===== src/rtl/clock_pkg.sv =====
// clock_pkg: shared types and constants for the clock codebase.
//   COUNTER_T  seconds since 12:00:00 AM (0..86399)
//   FLAG_T     single-bit flag
//   TIME_T     hour/minute/second field
//   in_state_t command-parser states used by in_m
package clock_pkg;

    typedef logic [16:0] COUNTER_T;
    typedef logic [0:0]  FLAG_T;
    typedef logic [5:0]  TIME_T;

    localparam COUNTER_T COUNTER_MAX   = 17'd86399;
    localparam COUNTER_T MIN_TICK      = 17'd60;
    localparam COUNTER_T HOUR_TICK     = 17'd3600;
    localparam COUNTER_T AMPM_TICK     = 17'd43200;
    localparam TIME_T    HOUR_ROLLOVER = 6'd12;

    localparam logic [7:0] CH_T     = 8'h54;
    localparam logic [7:0] CH_A     = 8'h41;
    localparam logic [7:0] CH_P     = 8'h50;
    localparam logic [7:0] CH_M     = 8'h4D;
    localparam logic [7:0] CH_X     = 8'h58;
    localparam logic [7:0] CH_COLON = 8'h3A;

    typedef enum logic [3:0] {
        ST_IDLE, ST_H1, ST_H0, ST_C1, ST_M1, ST_M0, ST_C2, ST_S1,
        ST_S0, ST_AP, ST_MM, ST_TERM, ST_XTERM, ST_CONV, ST_COMMIT, ST_ERR
    } in_state_t;

    function automatic logic is_digit(input logic [7:0] b);
        return (b >= 8'h30) && (b <= 8'h39);
    endfunction

endpackage


===== src/rtl/hms_to_counter.sv =====
// hms_to_counter: combinational (h24, mm, ss) -> seconds since midnight.
//   h24   in  6   hour 0..23
//   mm    in  6   minute 0..59
//   ss    in  6   second 0..59
//   count out 17  h24*3600 + mm*60 + ss
module hms_to_counter
    import clock_pkg::*;
(
    input  logic [5:0]  h24,
    input  logic [5:0]  mm,
    input  logic [5:0]  ss,
    output logic [16:0] count
);

    COUNTER_T h;
    COUNTER_T m;
    COUNTER_T s;

    always_comb begin
        h = {11'b0, h24};
        m = {11'b0, mm};
        s = {11'b0, ss};
        // 3600 = 2048+1024+512+16, 60 = 64-4; the +64 term is added before
        // the -4 term so the running sum never dips below zero
        count = (h << 11) + (h << 10) + (h << 9) + (h << 4)
              + (m << 6) - (m << 2) + s;
    end

endmodule


===== src/rtl/in_m.sv =====
// in_m: ASCII command parser feeding counter_m / alarm_m.
//   "Thh:mm:ssAM\r" sets the clock, "Ahh:mm:ssPM\r" arms the alarm,
//   "X\r" disarms it.  Build macro MIL24_EN selects 24-hour entry
//   ("Thh:mm:ss\r", HH 00..23, no AM/PM suffix).
// Ports:
//   clock, reset          posedge clock, asynchronous active-high reset
//   rx_data/rx_valid/rx_ready  byte stream handshake
//   set_flag, set_time    one-cycle load strobe + value for counter_m
//   alarm_flag, alarm_time alarm armed level + setpoint
//   cmd_err               one-cycle pulse on malformed command
//   busy                  high whenever the parser is not idle
module in_m
    import clock_pkg::*;
#(
    parameter logic [7:0]  TERM_CHAR      = 8'h0D,
    parameter int unsigned TIMEOUT_CYCLES = 1000
) (
    input  logic        clock,
    input  logic        reset,
    input  logic [7:0]  rx_data,
    input  logic        rx_valid,
    output logic        rx_ready,
    output logic        set_flag,
    output logic [16:0] set_time,
    output logic        alarm_flag,
    output logic [16:0] alarm_time,
    output logic        cmd_err,
    output logic        busy
);

    localparam logic [31:0] TO_LAST = TIMEOUT_CYCLES - 1;

    in_state_t   state;
    in_state_t   nxt;
    FLAG_T       cmd_alarm;
    logic [3:0]  tens;
    TIME_T       hh;
    TIME_T       mm;
    TIME_T       ss;
    TIME_T       h24;
    COUNTER_T    hms_count;
    COUNTER_T    conv_time;
    logic [31:0] idle_cnt;
    logic        accept;
    logic        counting;
    logic        timeout_hit;
    logic        digit_ok;
    logic        byte_ok;
    logic        hh_ok;
    logic        ms_ok;
    logic [6:0]  field_val;
`ifndef MIL24_EN
    logic        pm;
`endif

    assign rx_ready  = !reset && (state != ST_CONV) && (state != ST_COMMIT);
    assign busy      = (state != ST_IDLE);
    assign accept    = rx_valid && rx_ready;
    assign digit_ok  = is_digit(rx_data);
    assign field_val = ({3'b000, tens} * 7'd10) + {3'b000, rx_data[3:0]};
    assign ms_ok     = (field_val <= 7'd59);
`ifdef MIL24_EN
    assign hh_ok     = (field_val <= 7'd23);
`else
    assign hh_ok     = (field_val >= 7'd1) && (field_val <= 7'd12);
`endif

    assign counting    = (state != ST_IDLE) && (state != ST_CONV) && (state != ST_COMMIT);
    assign timeout_hit = (TIMEOUT_CYCLES != 0) && counting && !accept && (idle_cnt == TO_LAST);

    always_comb begin
`ifdef MIL24_EN
        h24 = hh;
`else
        h24 = (hh == HOUR_ROLLOVER) ? '0 : hh;
        if (pm) h24 = h24 + HOUR_ROLLOVER;
`endif
    end

    hms_to_counter u_hms (
        .h24   (h24),
        .mm    (mm),
        .ss    (ss),
        .count (hms_count)
    );

    // Byte legality and successor for the current field state.
    always_comb begin
        byte_ok = 1'b0;
        nxt     = state;
        case (state)
            ST_IDLE: begin
                byte_ok = (rx_data inside {CH_T, CH_A, CH_X}) || (rx_data == TERM_CHAR);
                if (rx_data == CH_X)           nxt = ST_XTERM;
                else if (rx_data == TERM_CHAR) nxt = ST_IDLE;
                else                           nxt = ST_H1;
            end
            ST_H1:    begin byte_ok = digit_ok;           nxt = ST_H0;   end
            ST_H0:    begin byte_ok = digit_ok && hh_ok;  nxt = ST_C1;   end
            ST_C1:    begin byte_ok = (rx_data == CH_COLON); nxt = ST_M1; end
            ST_M1:    begin byte_ok = digit_ok;           nxt = ST_M0;   end
            ST_M0:    begin byte_ok = digit_ok && ms_ok;  nxt = ST_C2;   end
            ST_C2:    begin byte_ok = (rx_data == CH_COLON); nxt = ST_S1; end
            ST_S1:    begin byte_ok = digit_ok;           nxt = ST_S0;   end
            ST_S0: begin
                byte_ok = digit_ok && ms_ok;
`ifdef MIL24_EN
                nxt = ST_TERM;
`else
                nxt = ST_AP;
`endif
            end
            ST_AP:    begin byte_ok = (rx_data == CH_A) || (rx_data == CH_P); nxt = ST_MM; end
            ST_MM:    begin byte_ok = (rx_data == CH_M);      nxt = ST_TERM; end
            ST_TERM:  begin byte_ok = (rx_data == TERM_CHAR); nxt = ST_CONV; end
            ST_XTERM: begin byte_ok = (rx_data == TERM_CHAR); nxt = ST_IDLE; end
            ST_ERR: begin
                byte_ok = 1'b1;
                nxt     = (rx_data == TERM_CHAR) ? ST_IDLE : ST_ERR;
            end
            default:  begin byte_ok = 1'b1; nxt = state; end
        endcase
    end

    always_ff @(posedge clock or posedge reset) begin
        if (reset) begin
            state      <= ST_IDLE;
            cmd_alarm  <= '0;
            tens       <= '0;
            hh         <= '0;
            mm         <= '0;
            ss         <= '0;
            conv_time  <= '0;
            idle_cnt   <= '0;
            set_flag   <= 1'b0;
            set_time   <= '0;
            alarm_flag <= 1'b0;
            alarm_time <= '0;
            cmd_err    <= 1'b0;
`ifndef MIL24_EN
            pm         <= 1'b0;
`endif
        end else begin
            set_flag <= 1'b0;
            cmd_err  <= 1'b0;

            if (accept || !counting || timeout_hit) idle_cnt <= '0;
            else                                    idle_cnt <= idle_cnt + 32'd1;

            if (timeout_hit) begin
                state <= ST_IDLE;
            end else if (state == ST_CONV) begin
                conv_time <= hms_count;
                state     <= ST_COMMIT;
            end else if (state == ST_COMMIT) begin
                if (cmd_alarm == 1'b1) begin
                    alarm_time <= conv_time;
                    alarm_flag <= 1'b1;
                end else begin
                    set_time <= conv_time;
                    set_flag <= 1'b1;
                end
                state <= ST_IDLE;
            end else if (accept) begin
                if (byte_ok) begin
                    state <= nxt;
                    case (state)
                        ST_IDLE:             cmd_alarm <= FLAG_T'(rx_data == CH_A);
                        ST_H1, ST_M1, ST_S1: tens <= rx_data[3:0];
                        ST_H0:               hh <= field_val[5:0];
                        ST_M0:               mm <= field_val[5:0];
                        ST_S0:               ss <= field_val[5:0];
`ifndef MIL24_EN
                        ST_AP:               pm <= (rx_data == CH_P);
`endif
                        ST_XTERM:            alarm_flag <= 1'b0;
                        default: ;
                    endcase
                end else begin
                    cmd_err <= 1'b1;
                    // a stray terminator already ends the command, so there is
                    // nothing left to discard
                    state <= (rx_data == TERM_CHAR) ? ST_IDLE : ST_ERR;
                end
            end
        end
    end

endmodule


===== config.mk =====
export PLATFORM = sky130hd
export DESIGN_NAME = in_m
export DESIGN_NICKNAME = d
export VERILOG_FILES = /design/src/rtl/clock_pkg.sv /design/src/rtl/hms_to_counter.sv /design/src/rtl/in_m.sv
export SDC_FILE = /design/constraint.sdc
export NUM_CORES = 1
export LEC_CHECK = 0
export CORE_UTILIZATION = 64
export CTS_CLUSTER_DIAMETER = 40
export DETAILED_ROUTE_END_ITERATION = 10
export GPL_ROUTABILITY_DRIVEN = 0
export PLACE_DENSITY = 0.86
export SLEW_MARGIN = 20
export SYNTH_ARGS = -nofsm -noshare
export SYNTH_HDL_FRONTEND = slang
export SYNTH_HIERARCHICAL = 1
export SYNTH_SLANG_ARGS = --single-unit
export TNS_END_PERCENT = 30

===== constraint.sdc =====
create_clock -name clock -period 12.4 [get_ports clock]
set_input_delay 2.48 -clock clock [delete_from_list [all_inputs] [get_ports clock]]
set_output_delay 2.48 -clock clock [all_outputs]
set_load 0.05 [all_outputs]

==> flow_summary.json, run 1 <==
{
  "layout_common_cells": "dfrtp_1, nand2_1, nor2_1, mux2_2, ha_1",
  "vias": 5438,
  "detail_route.wl_per_cell_um": 17.5,
  "critPathLaunchType": "input port",
  "synthCells": 702,
  "htreeDepth": 4,
  "fin_nets": 822,
  "drc": 0,
  "crit_path_end_kind": "primary output",
  "synthXorXnorAreaFrac": 0.0605,
  "syn_area_per_cell_um2": 10.1,
  "worstPathArrival_ps": 3960,
  "ys_seq_area_frac": 0.402,
  "synth_cell_types": 71,
  "synth_nets": 779,
  "critPathLaunch": "reset",
  "min_path_type": "reg2reg",
  "synth-seq-cells": 114,
  "crit_chain": "clkdlybuf4s50_1 -> nor2_1 -> clkdlybuf4s50_1",
  "start_util": 0.655,
  "cts_root_buf": "clkbuf_8",
  "areaGrowthSynthToFinish_pct": 16.4,
  "hold_viol_final": 0,
  "synth_edf_count": 0,
  "drt_pass1_iterations": 5,
  "crit_top_cell": "clkdlybuf4s50_1",
  "post_cts_buffers": 0,
  "maxSlewHeadroom": 0.302,
  "fin_area_um2": 8260,
  "cts_buffers": 17,
  "critPathKind": "in2out",
  "vias_per_cell": 6.06,
  "dieWidth_um": 107,
  "synthFlopType": "dfrtp_1",
  "status": "completed",
  "drt-total-wl_um": 15700,
  "max_freq_mhz": 155,
  "skew_ps": 7.91,
  "cts.sinks": 114,
  "synthAdderAreaFrac": 0.132,
  "die-area_um2": 11500,
  "io_buffers": 49,
  "finalCriticalPeriod_ps": 6440,
  "antennaDiodeCount": 0,
  "final-setup-viol-count": 0,
  "worst_pin_slew_ps": 1050,
  "drv_slew": 0,
  "grt_max_degree": 87,
  "rsz0062_at_grt": "false",
  "grt-ovfl-total": 0,
  "grtUsageTotal": 0.297,
  "antenna_left": 0,
  "async_flop_share": 1.00,
  "layout-drive-gt1-share": 0.140,
  "final_cells": 898,
  "dpl_cell_area_um2": 7620,
  "syn_area_um2": 7100,
  "hold_path.startpoint": "conv_time[14]",
  "synth_top_family_by_area": "simple AND/OR/NAND/NOR gates",
  "drt_iter0_markers": 392,
  "io_pins": 50,
  "cp_slowest_cell": "clkdlybuf4s50_1",
  "fill_cells": 665,
  "whs_ps": 499,
  "cap_violations": 0,
  "antenna_found_initial": 0,
  "clkTransAtPathRegs_ps": 50,
  "r2r-start": "hh[1]",
  "synth_compound_area_frac": 0.0820,
  "clockBufferDepth": 2,
  "cpPeakStageDelay_ps": 830,
  "cts-resized-gates": 0,
  "critical_path_required_ps": 9920,
  "grt_pass1_vias": 5525,
  "hpwl_um": 10500,
  "mostFrequentLayoutCell": "dfrtp_1",
  "clock_latency_ps": 530,
  "cts_tree": "built",
  "grt_pass1_wl_um": 26400,
  "path_max_fanout": 3,
  "coreArea_um2": 10800,
  "synth-simple-area-share": 0.180,
  "placed_cells": 866,
  "rows": 38,
  "fin_crit_sh": 0.519,
  "synth_warnings": 6,
  "synth.mux.area_fraction": 0.0947,
  "cts_hold_buffers": 0,
  "die_h_um": 107,
  "fin_tns_setup_ps": 0
}
[worst max-delay path: cells and delay by family]
kind | cells | cell delay, ps
buf+inv | 2 | 1290
simple gates | 1 | 190
[layout make-up]
class                      instances  area (um^2)  share of cell area
tap                              140          175              0.0212
timing repair buffer              51          509              0.0616
clock buffer                      20          455              0.0551
multi-input combinational        511         3900               0.472
inverter                          50          190              0.0230
sequential                       114         2850               0.345
clock inverter                    12          178              0.0215
[Yosys cell counts, types with 3 or more instances]
library cell  number  area share
a21o_1             4      0.0042
mux2i_1            3      0.0042
and2_1             5      0.0044
fa_1              15       0.042
clkbuf_1          12      0.0063
nor4_1            10      0.0088
and3_1             3      0.0026
nor4bb_1           5      0.0071
nor3b_1            4      0.0042
nor3_1             8      0.0056
a21oi_1           23       0.016
nand2_1           84       0.044
buf_6              4      0.0063
buf_4              5      0.0053
nor2b_1            7      0.0062
nand4_1           12       0.011
o211ai_1           4      0.0042
a31oi_1            3      0.0026
xnor2_1           22       0.027
buf_2              5      0.0035
ha_1              51       0.090
dfrtp_1          114        0.40
a211oi_1           3      0.0032
inv_1             50       0.026
nand2b_1           3      0.0026
xor2_1            27       0.033
nand3_1           26       0.018
nor2_1            58       0.031
o21a_1             6      0.0063
mux2_2            56       0.089
a221o_1            3      0.0042
o21ai_0           20       0.014
and4_1             3      0.0037
[per-layer routing]
layer  GRT usage  up-vias  share of wire
met1       0.378     2715           0.42
met3      0.0696       30          0.050
met4       0.105        0          0.017
met2       0.496      171           0.51
li1            -     2522              -
met5           0        -              0
[flip-flops by register name, summed over array words and instances (netlist names)]
signal and cells:
tens 4, set_time 17, conv_time 17, cmd_err 1, mm 6, pm 1
hh 6, state 4, cmd_alarm 1, ss 6, alarm_time 17, idle_cnt 32
set_flag 1, alarm_flag 1
[stage by stage]
step / worst slack [ps] / util
after floorplan: 6740 / -
after global placement: 5980 / 0.703
after detailed placement: 5960 / 0.703
after CTS: 5950 / 0.762
after global routing: 5900 / 0.762
final: 5960 / 0.762
[cell families (layout without fill, tap and decap cells)]
logic type	count (synthesis)	count (layout)
adder cells (fa/ha/maj)	66	66
AND/OR/NAND/NOR	250	250
buffers and inverters	77	133
flip-flops	114	114
AO/OA/AOI/OAI	86	86
multiplexers	60	60
XOR/XNOR	49	49
[worst paths after layout]
| check | depth (start not counted) | slack, ps | end |
|---|---|---|---|
| max | 3 | 5960 | rx_ready |
| min | 2 | 500 | conv_time[14] |
| max reg2reg | 18 | 7780 | conv_time[16] |
| min reg2reg | 2 | 500 | conv_time[14] |
| max in group asynchronous | 3 | 9020 | alarm_time[13] |
| min in group asynchronous | 2 | 2320 | mm[5] |
Power of run 1 is left out: the tool's default activity adds up to more than one toggle a clock period on the data nets, which glitch-free logic cannot reach.
==> inputs of run 2 (changes only) <==
--- a/config.mk
+++ b/config.mk
@@ -5,11 +5,11 @@
 export SDC_FILE = /design/constraint.sdc
 export NUM_CORES = 1
 export LEC_CHECK = 0
-export CORE_UTILIZATION = 64
+export CORE_UTILIZATION = 60
 export CTS_CLUSTER_DIAMETER = 40
 export DETAILED_ROUTE_END_ITERATION = 10
 export GPL_ROUTABILITY_DRIVEN = 0
-export PLACE_DENSITY = 0.86
+export PLACE_DENSITY = 0.81
 export SLEW_MARGIN = 20
 export SYNTH_ARGS = -nofsm -noshare
 export SYNTH_HDL_FRONTEND = slang
==> constraint.sdc (replaced) <==
create_clock -name clock -period 6.3 [get_ports clock]
set_input_delay 1.26 -clock clock [delete_from_list [all_inputs] [get_ports clock]]
set_output_delay 1.26 -clock clock [all_outputs]
set_load 0.05 [all_outputs]
==> run 2 against run 1 <==
Die area up 6.5%. First-iteration DRC count up 3.8%. Register-to-register slack worse by 6100 ps. Flip-flop and latch count unchanged. Highest routed layer unchanged. Largest cell class unchanged. Worst setup slack worse by 4300 ps. Routed wire length down 4.6%. Count of clock-buffer cells in the layout unchanged. Non-clock buffer count unchanged. Clock skew about the same. Final cell count up 0.33%. Utilization down 4.8 points. Sequential share of layout area up 0.28 points. Critical endpoint is now conv_time[16].
==> flow_summary.json, run 2 (synthesis results as in run 1) <==
{
  "critPathLaunch": "hh[1]",
  "hold_path.startpoint": "ss[0]",
  "mostFrequentLayoutCell": "dfrtp_1",
  "cap_violations": 0,
  "maxSlewHeadroom": 0.314,
  "htreeDepth": 4,
  "cts_root_buf": "clkbuf_16",
  "cp_slowest_cell": "fa_1",
  "vias_per_cell": 5.92,
  "finalCriticalPeriod_ps": 4590,
  "worst_pin_slew_ps": 1030,
  "dieWidth_um": 111,
  "final-setup-viol-count": 0,
  "r2r_end": "conv_time[16]",
  "hpwl_um": 10300,
  "rows": 39,
  "fin_tns_setup_ps": 0,
  "fin_crit_sh": 0.729,
  "layout_common_cells": "dfrtp_1, nand2_1, nor2_1, mux2_2, ha_1",
  "r2r_cells": 18,
  "detail_route.wl_per_cell_um": 16.6,
  "drt_iter0_markers": 407,
  "crit_path_end_kind": "register",
  "drc": 0,
  "grt_max_degree": 67,
  "vias": 5336,
  "grt-ovfl-total": 0,
  "antenna_left": 0,
  "crit_chain": "nor4_1 -> nand2_1 -> nand2_1 -> ha_1 -> mux2i_1 -> inv_1 -> fa_1 -> inv_1 -> ha_1 -> ha_1 -> ha_1 -> and2_4 -> a221oi_2 -> a21oi_2 -> o2111a_1 -> a311oi_1 -> nand2_1 -> nand2_1",
  "path_max_fanout": 5,
  "crit_family": "adder cells",
  "areaGrowthSynthToFinish_pct": 15.4,
  "cts_tree": "built",
  "grt_pass1_wl_um": 25300,
  "clock_latency_ps": 410,
  "drv_slew": 0,
  "start_util": 0.619,
  "drt-total-wl_um": 15000,
  "cts_buffers": 17,
  "antenna_found_initial": 0,
  "cts.sinks": 114,
  "r2r-start": "hh[1]",
  "fin_nets": 822,
  "regMostFlops": "idle_cnt",
  "cts_hold_buffers": 0,
  "io_buffers": 49,
  "hold_viol_final": 0,
  "worstPathArrival_ps": 4940,
  "post_cts_buffers": 0,
  "layout-drive-gt1-share": 0.139,
  "cts-resized-gates": 0,
  "crit_path_end": "conv_time[16]",
  "critPathLaunchType": "register",
  "whs_ps": 492,
  "largest_register_ffs": 32,
  "drt_pass1_iterations": 5,
  "rrSetupSlack_ps": 1710,
  "rsz0062_at_grt": "false",
  "skew_ps": 8.19,
  "io_pins": 50,
  "antennaDiodeCount": 0,
  "cpPeakStageDelay_ps": 510,
  "critPathKind": "reg2reg",
  "clockBufferDepth": 2,
  "critical_path_required_ps": 6650,
  "die_h_um": 111,
  "status": "completed",
  "critical_path_depth": 18,
  "min_path_type": "reg2reg",
  "crit_buf_inv": 2,
  "max_freq_mhz": 218,
  "grtUsageTotal": 0.258,
  "grt_pass1_vias": 5319,
  "coreArea_um2": 11500,
  "clkTransAtPathRegs_ps": 50,
  "die-area_um2": 12300
}
## run 2: area by class of cell
class                      instances  area, um^2
multi-input combinational        511        3900
fill                             782        3270
sequential                       114        2850
timing repair buffer              51         505
clock buffer                      20         457
inverter                          50         190
tap                              143         179
clock inverter                    12         109
## run 2: worst min-delay path, delay by kind of cell, from the launching register on
| family | cells | cell delay, ps |
|---|---|---|
| DFF | 1 | 340 |
| and+or+nand+nor | 2 | 120 |
## run 2: stage by stage
step / util / instance area (um^2) / std cells / setup WS, ps
floorplan: - / 7100 / 702 / 2020
global placement: 0.665 / 7630 / 869 / 1570
detailed placement: 0.665 / 7630 / 869 / 1470
CTS: 0.714 / 8190 / 901 / 1810
global route: 0.714 / 8190 / 901 / 1410
finish: 0.714 / 8190 / 901 / 1710
## run 2: how the worst min path moves through the flow
stage / to / slack (ps) / cells past startpoint
floorplan: idle_cnt[0] / 440 / 1
global placement: conv_time[0] / 450 / 2
detailed placement: conv_time[0] / 460 / 2
CTS: conv_time[0] / 490 / 2
global route: idle_cnt[0] / 510 / 1
finish: conv_time[0] / 490 / 2
## run 2: layer usage
layer,wire length (um),GRT usage,vias up,share of wire
li1,-,-,2513,-
met1,6790,0.343,2623,0.45
met2,7170,0.417,170,0.48
met3,702,0.0569,30,0.047
met4,301,0.0960,0,0.020
met5,0,0,-,0
Power of run 2 is left out for the same reason.
